**config.mk**
```make
export PLATFORM = sky130hd
export DESIGN_NAME = bcd_counter_multi
export DESIGN_NICKNAME = d
export VERILOG_FILES = /design/src/rtl/bcd_counter_multi.sv
export SDC_FILE = /design/constraint.sdc
export NUM_CORES = 1
export LEC_CHECK = 0
export CAP_MARGIN = 10
export CORE_MARGIN = 8
export CORE_UTILIZATION = 47
export CTS_BUF_LIST = sky130_fd_sc_hd__clkbuf_8
export CTS_CLUSTER_SIZE = 30
export DETAILED_ROUTE_END_ITERATION = 16
export PLACE_DENSITY = 0.81
export SYNTH_ARGS = -nofsm -noshare
export SYNTH_HDL_FRONTEND = slang
export SYNTH_SLANG_ARGS = --single-unit
```
**constraint.sdc**
```tcl
create_clock -name clk -period 2.5 [get_ports clk]
set_input_delay 0.625 -clock clk [delete_from_list [all_inputs] [get_ports clk]]
set_output_delay 0.625 -clock clk [all_outputs]
set_load 0.01 [all_outputs]
```
**src/rtl/bcd_counter_multi.sv**
```systemverilog
`default_nettype none
// ============================================================================
// Module   : bcd_counter_multi
// Purpose  : DIGITS-decade up/down BCD counter with validated parallel load,
//            wrap/saturate terminal behaviour and per-digit carry outputs.
// Revision : 1.0  initial release
// ============================================================================
module bcd_counter_multi #(
    parameter int DIGITS = 2,
    parameter bit WRAP   = 1'b1
) (
    input  logic                  clk,
    input  logic                  reset,
    input  logic                  enable,
    input  logic                  up_down,
    input  logic                  load,
    input  logic [4*DIGITS-1:0]   load_value,
    output logic [4*DIGITS-1:0]   count,
    output logic [DIGITS-1:0]     digit_carry,
    output logic                  done,
    output logic                  load_err
);

    logic [4*DIGITS-1:0] count_q;
    logic [4*DIGITS-1:0] count_d;
    logic                load_err_q;
    logic                load_err_d;

    logic [4*DIGITS-1:0] w_load_fix;
    logic [DIGITS-1:0]   w_is9;
    logic [DIGITS-1:0]   w_is0;
    logic [DIGITS-1:0]   w_bad;
    logic                w_terminal;
    logic                w_qual;
    logic                w_step;

    always_comb begin
        w_is9      = '0;
        w_is0      = '0;
        w_bad      = '0;
        w_load_fix = '0;
        for (int i = 0; i < DIGITS; i++) begin
            w_is9[i] = (count_q[4*i +: 4] == 4'd9);
            w_is0[i] = (count_q[4*i +: 4] == 4'd0);
            w_bad[i] = (load_value[4*i +: 4] > 4'd9);
            w_load_fix[4*i +: 4] = w_bad[i] ? 4'd0 : load_value[4*i +: 4];
        end
    end

    assign w_terminal = up_down ? (&w_is9) : (&w_is0);
    // Reset and load both pre-empt counting, so neither may report a step.
    assign w_qual     = enable & ~reset & ~load;
    assign w_step     = w_qual & (WRAP | ~w_terminal);
    assign done       = w_qual & w_terminal;

    // Ripple the "all lower digits at the rollover value" condition upward.
    always_comb begin
        logic       lower_ok;
        logic [3:0] d;
        lower_ok    = w_step;
        d           = 4'd0;
        digit_carry = '0;
        count_d     = count_q;
        for (int i = 0; i < DIGITS; i++) begin
            d = count_q[4*i +: 4];
            if (lower_ok) begin
                if (up_down) begin
                    digit_carry[i]    = w_is9[i];
                    count_d[4*i +: 4] = w_is9[i] ? 4'd0 : d + 4'd1;
                end else begin
                    digit_carry[i]    = w_is0[i];
                    count_d[4*i +: 4] = w_is0[i] ? 4'd9 : d - 4'd1;
                end
            end
            lower_ok = lower_ok & (up_down ? w_is9[i] : w_is0[i]);
        end
        if (load) begin
            count_d = w_load_fix;
        end
    end

    assign load_err_d = load & (|w_bad);

    always_ff @(posedge clk) begin
        if (reset) begin
            count_q    <= '0;
            load_err_q <= 1'b0;
        end else begin
            count_q    <= count_d;
            load_err_q <= load_err_d;
        end
    end

    assign count    = count_q;
    assign load_err = load_err_q;

endmodule
`default_nettype wire

```
# After elaboration in Yosys (flattened, before gate mapping)
# Cells that the tools add are included.
totals:
  register_bits: 9
  latch_bits: 0
  ramBits: 0
  rom_bits: 0
  inputBits: 13
  elab_cells: 41
  memories: 0
op_classes:
  addsub: 4
  n_mul: 0
  div_mod_pow: 0
  magnitude_cmp: 2
  eq_ne: 2
  shifts: 0
  n_mux: 16
  n_bitwise: 7
  reduce_logical: 7
op_table:
  columns: ["op", "count"]
  rows:
  - ["4-bit 2-to-1 mux", 10]
  - ["4-bit by 1-bit adder with 4-bit output (second input constant)", 2]
  - ["4-bit == test (second input constant)", 2]
  - ["4-bit > comparator (second input constant)", 2]
  - ["4-bit zero test", 2]
  - ["8-bit 2-to-1 mux", 1]
  - ["4-bit by 1-bit subtractor with 4-bit output (second input constant)", 2]
  - ["1-bit AND", 5]
  - ["1-bit 2-to-1 mux", 5]
  - ["2-bit AND reduction", 2]
  - ["2-bit nonzero test", 2]
  - ["1-bit inverter", 2]
  - ["2-bit OR reduction", 1]

# Logic depth before layout (Yosys ltp)
depth:
  depth_word: 6
  ltp_mapped: 5
  ltp_nobuf: 4

# Least setup slack after synthesis
# No wires, ideal clock.
synth_timing:
  path_kind: "input-to-output"
  start: "input load"
  end: "output digit_carry[1]"
  arrival_ns: 1.892
  t_required_ns: 1.875
  slack_ns: -0.017
  stages: 4
  cell_sequence: "clkbuf_1 nand2b_1 a211oi_4 nor4b_1"
synth_between:
  elab_chain_cells: 4
synth_rtl:
  columns: ["element", "line", "rtl"]
  rows:
  - ["start, declared", "16", "input logic load,"]
  - ["1-bit inverter", "52", "assign w_qual = enable & ~reset & ~load;"]
  - ["1-bit AND", "52", null]
  - ["1-bit AND", "75", "lower_ok = lower_ok & (up_down ? w_is9[i] : w_is0[i]);"]
  - ["1-bit 2-to-1 mux", "66", "if (lower_ok) begin"]
  - ["end, declared", "19", "output logic [DIGITS-1:0] digit_carry,"]
# Every way passes these cells.

# Worst setup path after layout
layout_timing:
  start: "input reset"
  end: "output digit_carry[1]"
layout_between:
  elab_chain_cells: 5
layout_rtl:
  columns: ["element", "line", "rtl"]
  rows:
  - ["start, declared", "13", "input logic reset,"]
  - ["1-bit inverter", "52", null]
  - ["1-bit AND (2 in a row)", "52", null]
  - ["1-bit AND", "75", null]
  - ["1-bit 2-to-1 mux", "66", null]
# Every way passes these cells.

==> impl_metrics.ini <==
[layout]
nFillCells = 117
final_nets = 149
diodes = 0
drive_above_1_share = 0.230
final_cell_mix = clkdlybuf4s50_1 (17), buf_4 (14), dfxtp_1 (9)
seqCellArea_um2 = 180
final_common_cell = clkdlybuf4s50_1
multiInputGateArea_um2 = 563
fin_util = 0.762
synthToLayoutAreaGrowth_pct = 51.4

[yosys]
syn_nets = 115
yosysWarnings = 0
yosysTopAreaCellShare = 0.235
synth_edf_count = 0
synth-seq-cells = 9
synth_cells = 102
syn_area_um2 = 767
synth-async-reset-ratio = 0
synthTopCellsByArea = dfxtp_1 (23%), a21oi_1 (5.2%), o21ai_0 (5.2%)
synth_largest_area_cell = dfxtp_1
ys_seq_area_frac = 0.235
synth.distinct_cells = 41
ys.flop_type = dfxtp_1
avgSynthCellArea_um2 = 7.52

[drt]
drc_errors = 0
firstDrtPassIters = 4
num_vias = 920
initialDrtViolationCount = 24
avgViaCountPerCell = 6.09
wl_per_cell_um = 17.2
wl_mm = 2.59
ant_nets = 0

[floorplan]
fp.dieH_um = 56.4
initial_core_util = 0.503
die_area_mm2 = 0.00318
core_mm2 = 0.00152
ios = 25
rows = 14
die_w_um = 56.4

[global_routing]
overflow = 0
grt_pass1_wl_mm = 4.53
grt_use_total = 0.169
antenna_found_initial = 0
grt_max_degree = 14
grt_pass1_vias = 949

[critical_path]
arrival_ns = 1.78
startpoint_type = input port
cp-end-kind = output pin
endpoint = digit_carry[1]
r2r_start = count[3]
r2r_end = count[7]
required_ns = 1.88
startpoint = reset
r2r_cells = 6
crit_fanout = 3
criticalPathCategory = in -> out
rrSetupSlack_ns = 0.83

[clock_tree]
cts_buffers = 3
insertion_delay_ns = 0.23
cts-root-buf = clkbuf_8
cts.clk_slew.worst_paths_ns = 0.05
cts_tree = built
h-tree-depth = 1
ctsLongestPathBuffers = 2
clock-sinks = 9
cts_hold_buf = 0

[place]
io_buffer_count = 24
pre_cts_ws_ns = -0.614
gp_congestion = 0.874
post-dp-hpwl_mm = 1.87

[power]
finalPower_w = 0.000492
peakVddDrop_mv = 0.361
p_per_area_mw_per_mm2 = 424
p_leak_nw = 0.444

[timing]
finalSetupViolCount = 0
slew-limit-headroom = 0.684
tns_ns = 0
drv_slew = 0
hold_ws_ns = 0.642
setup_ws_ns = 0.0955
period_minus_slack_ns = 2.40
final.setup_skew_ns = 0.00216
period_share = 0.962
tightest_slew_ns = 0.470
max_freq_ghz = 0.416
finalHoldViolations = 0
rsz0062_at_grt = false

[run_status]
status = finished, final reports clean

[worst_hold_path]
worstHoldPathType = reg -> reg

[flow_run]
cap_violations = 0
==> metal layers <==
metal / GRT usage / part of all wire / vias up
met5: 0 / 0 / -
met1: 0.206 / 0.42 / 428
met4: 0.0619 / 0.020 / 0
met3: 0.0404 / 0.078 / 4
met2: 0.277 / 0.48 / 42
li1: - / - / 446
==> state kept, by name (all words and copies together) (netlist names) <==
| name | count |
|---|---|
| count | 8 |
| load_err | 1 |
==> what timing repair did <==
item                                    CTS  global route
setup buffers                             1             0
endpoints found under the setup margin    3             3
pin swaps                                 3             3
gates cloned                              0             0
resized for setup                        19             3
==> power by group <==
part           switching [W]  leakage, nW  total, W  internal [W]
registers          0.0000106       0.0743  0.000164      0.000153
logic              0.0000797        0.343  0.000162     0.0000826
clock network      0.0000586       0.0269  0.000166      0.000107
==> logic make-up (layout without fill, tap and decap cells) <==
| group | Yosys count | in the layout | synth area share |
|---|---|---|---|
| flip-flops | 9 | 9 | 0.235 |
| XOR/XNOR | 5 | 5 | 0.0571 |
| multiplexers | 1 | 1 | 0.0131 |
| AO/OA/AOI/OAI | 38 | 38 | 0.359 |
| buffers and inverters | 14 | 47 | 0.0816 |
| AND/OR/NAND/NOR | 35 | 35 | 0.255 |
==> Yosys cell counts (all sizes together), types with 2 or more instances <==
| library cell | count |
|---|---|
| nor4b | 2 |
| clkbuf | 8 |
| a21oi | 8 |
| o21ai | 8 |
| xor2 | 2 |
| nor2b | 2 |
| a221oi | 3 |
| nand3 | 3 |
| nand2 | 7 |
| or3 | 2 |
| o21a | 3 |
| inv | 4 |
| nor2 | 6 |
| a22oi | 2 |
| dfxtp | 9 |
| buf | 2 |
| nor3 | 3 |
| xnor2 | 3 |
| a211oi | 5 |
| nand2b | 4 |
==> critical path, stage by stage <==
cell,delay [ns]
clkdlybuf4s15_1,0.18
or3_4,0.34
a211oi_4,0.22
nor4b_4,0.23
buf_2,0.18
==> stage by stage <==
| stage | instances | area (µm²) |
|---|---|---|
| floorplan | 102 | 779 |
| global placement | 146 | 1100 |
| detailed placement | 146 | 1100 |
| CTS | 151 | 1160 |
| global route | 151 | 1160 |
| finish | 151 | 1160 |
==> how the worst min path moves through the flow <==
stage	from	end	cells past startpoint
detailed placement	count[2]	count[2]	3
global route	count[2]	count[2]	3
floorplan	count[2]	count[2]	2
CTS	count[2]	count[2]	3
global placement	count[2]	count[2]	3
finish	count[2]	count[2]	3
==> area by class of cell <==
class                           count  area share
Clock buffer                        3      0.0356
Clock inverter                      1     0.00323
Inverter                            4      0.0129
Multi-Input combinational cell     79       0.485
Sequential cell                     9       0.155
Tap cell                           16      0.0172
Timing Repair Buffer               39       0.291
Note: power is estimated with default switching activity, not from simulation.
